`src/rtl/swd_xact.sv`:
```
// swd_xact: SWD transaction encoder/decoder sitting in front of the SWD PHY.
// Packs DP/AP read/write and line-reset requests into PHY command words
// {LEN, T0, T1, SO}, tracks responding commands in order, and decodes the
// PHY's {SI, ILEN} words into ACK / read data / parity status.
// Build option: define SWD_XACT_PARITY_CHK_EN to build the read-data parity
// check; without it RESP_PERR is always 0.
module swd_xact #(
  parameter  int OWIDTH = 64,
  parameter  int IWIDTH = 38,
  parameter  int TAGS   = 8,
  localparam int LW     = $clog2(OWIDTH),
  localparam int ILW    = $clog2(IWIDTH)
) (
  input  logic                   CLK,
  input  logic                   RESETn,
  input  logic                   REQ_VALID,
  output logic                   REQ_READY,
  input  logic                   REQ_LRST,
  input  logic                   REQ_APNDP,
  input  logic                   REQ_RNW,
  input  logic [1:0]             REQ_ADDR,
  input  logic [31:0]            REQ_WDATA,
  output logic                   RESP_VALID,
  input  logic                   RESP_READY,
  output logic                   RESP_RNW,
  output logic [2:0]             RESP_ACK,
  output logic [31:0]            RESP_RDATA,
  output logic                   RESP_PERR,
  output logic [OWIDTH+3*LW-1:0] PHY_WRDATA,
  output logic                   PHY_WREN,
  input  logic                   PHY_WRFULL,
  input  logic [IWIDTH-2+ILW:0]  PHY_RDDATA,
  output logic                   PHY_RDEN,
  input  logic                   PHY_RDEMPTY
);

  localparam int            TW       = $clog2(TAGS);
  localparam logic [TW:0]   CNT_ONE  = (TW+1)'(1);
  localparam logic [TW:0]   CNT_FULL = (TW+1)'(TAGS);
  localparam logic [TW-1:0] PTR_ONE  = TW'(1);

  logic                   cmd_v;
  logic [OWIDTH+3*LW-1:0] cmd;
  logic [LW-1:0]          enc_len, enc_t0, enc_t1;
  logic [OWIDTH-1:0]      enc_so;
  logic                   req_par;
  logic                   tags_full, accept, tag_push, tag_pop;
  logic [TAGS-1:0]        tag_rnw;
  logic [TW-1:0]          tag_wp, tag_rp;
  logic [TW:0]            tag_cnt;
  logic                   head_rnw;
  logic                   rd_pend;
  logic [IWIDTH-2:0]      si;
  logic [ILW-1:0]         ilen;
  logic [2:0]             dec_ack;
  logic [31:0]            dec_rdata;
  logic                   dec_perr;

  // Line resets never produce a response, so only responding requests are
  // held back by a full tag FIFO.
  assign tags_full  = (tag_cnt == CNT_FULL);
  assign REQ_READY  = RESETn & (~cmd_v | ~PHY_WRFULL) & (REQ_LRST | ~tags_full);
  assign accept     = REQ_VALID & REQ_READY;
  assign tag_push   = accept & ~REQ_LRST;
  assign tag_pop    = rd_pend;
  assign PHY_WREN   = cmd_v & ~PHY_WRFULL;
  assign PHY_WRDATA = cmd;
  assign PHY_RDEN   = ~PHY_RDEMPTY & (tag_cnt != '0) & ~rd_pend & (~RESP_VALID | RESP_READY);

  assign head_rnw = tag_rnw[tag_rp];
  assign si       = PHY_RDDATA[IWIDTH-2+ILW:ILW];
  assign ilen     = PHY_RDDATA[ILW-1:0];

  // Encode the incoming request into the PHY command word (SO is sent LSB-first).
  always_comb begin
    req_par = REQ_APNDP ^ REQ_RNW ^ REQ_ADDR[0] ^ REQ_ADDR[1];
    enc_so  = '0;
    enc_len = LW'(46);
    enc_t0  = LW'(8);
    enc_t1  = LW'(45);
    if (REQ_LRST) begin
      enc_so[51:0] = '1;
      enc_len      = LW'(60);
      enc_t0       = LW'(63);
      enc_t1       = LW'(63);
    end else begin
      enc_so[7:0] = {1'b1, 1'b0, req_par, REQ_ADDR[1], REQ_ADDR[0], REQ_RNW, REQ_APNDP, 1'b1};
      if (!REQ_RNW) begin
        enc_t1        = LW'(13);
        enc_so[44:13] = REQ_WDATA;
        enc_so[45]    = ^REQ_WDATA;
      end
    end
  end

  // Issue register: load on accept, clear once the PHY FIFO takes it.
  always_ff @(posedge CLK or negedge RESETn) begin
    if (!RESETn) begin
      cmd_v <= 1'b0;
      cmd   <= '0;
    end else if (accept) begin
      cmd_v <= 1'b1;
      cmd   <= {enc_len, enc_t0, enc_t1, enc_so};
    end else if (PHY_WREN) begin
      cmd_v <= 1'b0;
    end
  end

  // In-order tag FIFO holding RnW of every outstanding responding command.
  always_ff @(posedge CLK or negedge RESETn) begin
    if (!RESETn) begin
      tag_rnw <= '0;
      tag_wp  <= '0;
      tag_rp  <= '0;
      tag_cnt <= '0;
    end else begin
      if (tag_push) begin
        tag_rnw[tag_wp] <= REQ_RNW;
        tag_wp          <= tag_wp + PTR_ONE;
      end
      if (tag_pop) tag_rp <= tag_rp + PTR_ONE;
      case ({tag_push, tag_pop})
        2'b10:   tag_cnt <= tag_cnt + CNT_ONE;
        2'b01:   tag_cnt <= tag_cnt - CNT_ONE;
        default: tag_cnt <= tag_cnt;
      endcase
    end
  end

  // Decode the received bits; the k-th bit on the wire sits at SI[ILEN-1-k].
  always_comb begin
    dec_ack   = 3'b111;
    dec_rdata = '0;
    dec_perr  = 1'b0;
    if (!head_rnw && ilen == ILW'(3)) begin
      dec_ack = {si[0], si[1], si[2]};
    end else if (head_rnw && ilen == ILW'(36)) begin
      dec_ack = {si[33], si[34], si[35]};
      for (int j = 0; j < 32; j++) dec_rdata[j] = si[32-j];
`ifdef SWD_XACT_PARITY_CHK_EN
      dec_perr = si[0] ^ (^dec_rdata);
`endif
    end
  end

`ifndef SWD_XACT_PARITY_CHK_EN
  logic unused_par_bit;
  assign unused_par_bit = si[0];
`endif
  logic unused_si_top;
  assign unused_si_top = si[IWIDTH-2];

  // Response register: capture the PHY word one cycle after the read strobe.
  always_ff @(posedge CLK or negedge RESETn) begin
    if (!RESETn) begin
      rd_pend    <= 1'b0;
      RESP_VALID <= 1'b0;
      RESP_RNW   <= 1'b0;
      RESP_ACK   <= 3'b000;
      RESP_RDATA <= '0;
      RESP_PERR  <= 1'b0;
    end else begin
      rd_pend <= PHY_RDEN;
      if (rd_pend) begin
        RESP_VALID <= 1'b1;
        RESP_RNW   <= head_rnw;
        RESP_ACK   <= dec_ack;
        RESP_RDATA <= dec_rdata;
        RESP_PERR  <= dec_perr;
      end else if (RESP_READY) begin
        RESP_VALID <= 1'b0;
      end
    end
  end

endmodule

```
`config.mk`:
```
export PLATFORM = sky130hd
export DESIGN_NAME = swd_xact
export DESIGN_NICKNAME = d
export VERILOG_FILES = /design/src/rtl/swd_xact.sv
export SDC_FILE = /design/constraint.sdc
export NUM_CORES = 1
export LEC_CHECK = 0
export BUFFER_PORTS_ARGS = -buffer_cell sky130_fd_sc_hd__buf_2
export CAP_MARGIN = 20
export CORE_ASPECT_RATIO = 1.75
export CORE_MARGIN = 2
export CORE_UTILIZATION = 47
export CTS_BUF_LIST = sky130_fd_sc_hd__clkbuf_4 sky130_fd_sc_hd__clkbuf_8 sky130_fd_sc_hd__clkbuf_16
export DETAILED_ROUTE_END_ITERATION = 7
export PLACE_DENSITY = 0.78
export SLEW_MARGIN = 20
export SYNTH_ARGS = -nofsm -noshare
export SYNTH_HDL_FRONTEND = slang
export SYNTH_SLANG_ARGS = --single-unit
```
`constraint.sdc`:
```
create_clock -name CLK -period 3.7 [get_ports CLK]
set_clock_uncertainty 0.1 [all_clocks]
set_input_delay 0.74 -clock CLK [delete_from_list [all_inputs] [get_ports CLK]]
set_output_delay 0.74 -clock CLK [all_outputs]
set_load 0.05 [all_outputs]
```
==> impl_results.md <==
- Status: complete, no violations
- Syn Inst Count: between 500 and 600
- Pwr/cell area: ~690 nW/um2
- Leading area contributor after synthesis: dfrtp_1
- Cell Count, Final, Fillers Out: about 800
- Die footprint: about 11000 um2
- Crit path max fanout: 5
- Multiplexer share of the synthesized area: 3.32%
- Hold_buf cts: 0
- Crit path DAT: 2.85 ns
- Overflow after GRT: 0
- # placed instances: 782
- Synth Area in Adders: 1.31%
- Final WS setup: 0.969 ns
- CTS Sinks: a little under 100
- Gr usage total: 18.8%
- Synth warnings: 0
- Nature of the critical path startpoint: primary input
- Reg clk slew, reported paths: 0.08 ns
- Initial drt markers: 190
- ANT cells: 0
- Mean Syn Cell Area: 9.28 um2
- Simple-Gate Fraction of Synth Area: between 10% and 20%
- RSZ-0062 raised after global routing: no
- Layout area overhead: 22.2%
- Initial antenna violation count: 0
- Pin count of the biggest net entering global routing: 74
- Post-synth ARST share: 100%
- Largest cells by area after synthesis: dfrtp_1 (51%), nor2_1 (6.8%), buf_4 (6.6%)
- Slew headroom: 39.9%
- Mapped Area: 4780 um2
- DRC Markers: 0
- Worst setup EP type: flop
- Fmax: 366 MHz
- Post-Route WL: 10.5 mm
- I/O pin count: 209
- Setup TNS: 0 ns
- Vias per cell: 4.76
- Share of layout cells above drive strength 1: 34.2%
- FP Rows: 48
- Total CTS buffers: 9
- Post-Synth XOR/XNOR Area: 7.88%
- Fillers: 876
- Vias in the first global route: 3595
- Post-synth cell types: 36
- Post-CTS setup buffers: 0
- DP Worst Slack: 0.618 ns
- Largest family of logic cells by synthesized area: simple AND/OR/NAND/NOR gates
- Synthesis-stage register bit count: between 90 and 100
- R2r setup slk: 1.09 ns
- Synth Area in Compound Gates: 9.42%
- Hpwl dp: 7.98 mm
- Max Root-Sink Buffers: 2
- Number of max-cap violations: 0
- CTS tree: done
- Fin area: 5840 um2
- Pleak: 2.80 nW
- Wire length per cell: 13.2 um
- Via count: 3798
- Setup violators final: 0
- Dpl cell area: 5530 um2
- Hold WS: 0.292 ns
- Tmin final: roughly 2.7 ns
- GP Congestion: 0.753
- Port Buffer Count: 193
- Primary FF master, synth: dfrtp_1
- Placeable Area: 9910 um2
- Nets: 759
- Final ANT Viol Nets: 0
- CP Class: primary input to flop
- Maximum vdd ir drop: between 0.0003 and 0.0004 V
- DIE WIDTH: 80.2 um
- Pwr Total: 4.03 mW
- Sequential share of the synthesized area: 51.3%
- # resized after CTS: 0
- Yosys top cell area share: a little over 50%
- Final Cycle Share: 73.8%
- Die H: 137 um
- Worst hold path type: primary input to async pin
- Starting density of the core: 48.2%
- Max-slew violation count: 0
- TritonRoute pass-1 iters: 4
- Clock Latency Late Sink: between 0.3 and 0.4 ns
- EDFF count, synth: 0
- Worst Tran Pin Value: ~0.90 ns
- Fin util: 59.0%
- Final hold vios: 0
- Htree depth: 3
- First-pass GRT wire length: 16.4 mm
- Root buf cell: clkbuf_16
- Worst endpoint required time: 3.82 ns
## registers in the layout (all words and copies together), names as in the netlist
name	flops
RESP_VALID	1
cmd_v	1
tag_cnt	4
rd_pend	1
tag_rp	3
RESP_RNW	1
RESP_ACK	3
RESP_RDATA	32
tag_wp	3
tag_rnw	8
PHY_WRDATA	41
## critical path, stage by stage
cell and delay (ns):
buf_2 0.11, nand2_1 0.09, nand3_1 0.17, nor3_1 0.36, inv_1 0.12, ha_1 0.29, xor2_1 0.18, ha_1 0.19
a21oi_1 0.16, xor2_1 0.22, nor2_1 0.10, xor2_1 0.14
## where the power goes
group	leakage (nW)	switching (mW)	internal (mW)
Combinational	1.48	1.11	0.455
Clock	0.146	0.421	0.537
Sequential	1.18	0.223	1.29
## kinds of logic after synthesis
logic type	count (synthesis)
other	1
AND/OR/NAND/NOR	159
AO/OA/AOI/OAI	88
flip-flops	98
multiplexers	14
buffers and inverters	107
XOR/XNOR	43
adder cells (fa/ha/maj)	5
## cell usage after synthesis (all sizes together), types with 3 or more instances
library cell / instances
xor2: 9
nand3b: 4
o21ai: 40
nand3: 3
nor2b: 3
nor3: 6
buf: 56
inv: 38
clkbuf: 13
a21oi: 44
mux2: 12
ha: 5
xnor2: 34
nor2: 86
dfrtp: 98
nand2: 46
## routing by layer
layer	up-vias	global-route usage [%]	part of all wire (%)
met2	169	34.8	52
met1	1731	21.8	40
met3	10	3.47	7.2
met5	-	0	0
li1	1888	-	-
met4	0	5.74	1.2
## placed cells by master, fill, tap and decap left out, types with 9 or more instances in the layout
master / Yosys / final
mux2_2: 11 / 11
nor2_1: 86 / 85
a21oi_1: 44 / 44
buf_2: 3 / 192
o21ai_1: 30 / 30
xor2_1: 9 / 9
o21ai_0: 10 / 10
inv_1: 37 / 37
dfrtp_1: 98 / 98
xnor2_1: 34 / 34
conb_1: 1 / 14
nand2_1: 46 / 46
clkbuf_16: 0 / 9
## area by class of cell
class                      instances  area, um2  share of cell area, %
tap                              125        156                   2.68
timing repair buffer             198       1010                   17.2
clock inverter                     7       85.1                   1.46
inverter                          38        143                   2.44
sequential                        98       2450                   42.0
multi-input combinational        323       1780                   30.4
clock buffer                       9        225                   3.85
## worst paths after layout
check | end | cells after the start | from
worst min register to register | tag_rnw[2]$_DFFE_PN0P_ | 2 | tag_rnw[2]$_DFFE_PN0P_
max in group asynchronous | RESP_RDATA[10]$_DFFE_PN0P_ | 3 | RESETn
worst min-delay path | PHY_WRDATA[35]$_DFFE_PN0P_ | 2 | RESETn
worst max register to register | tag_cnt[2]$_DFFE_PN0P_ | 11 | cmd_v$_DFFE_PN0P_
worst max-delay path | tag_cnt[2]$_DFFE_PN0P_ | 12 | PHY_WRFULL
min in group CLK | tag_rnw[2]$_DFFE_PN0P_ | 2 | tag_rnw[2]$_DFFE_PN0P_
Power figures use the tool's default switching activity.
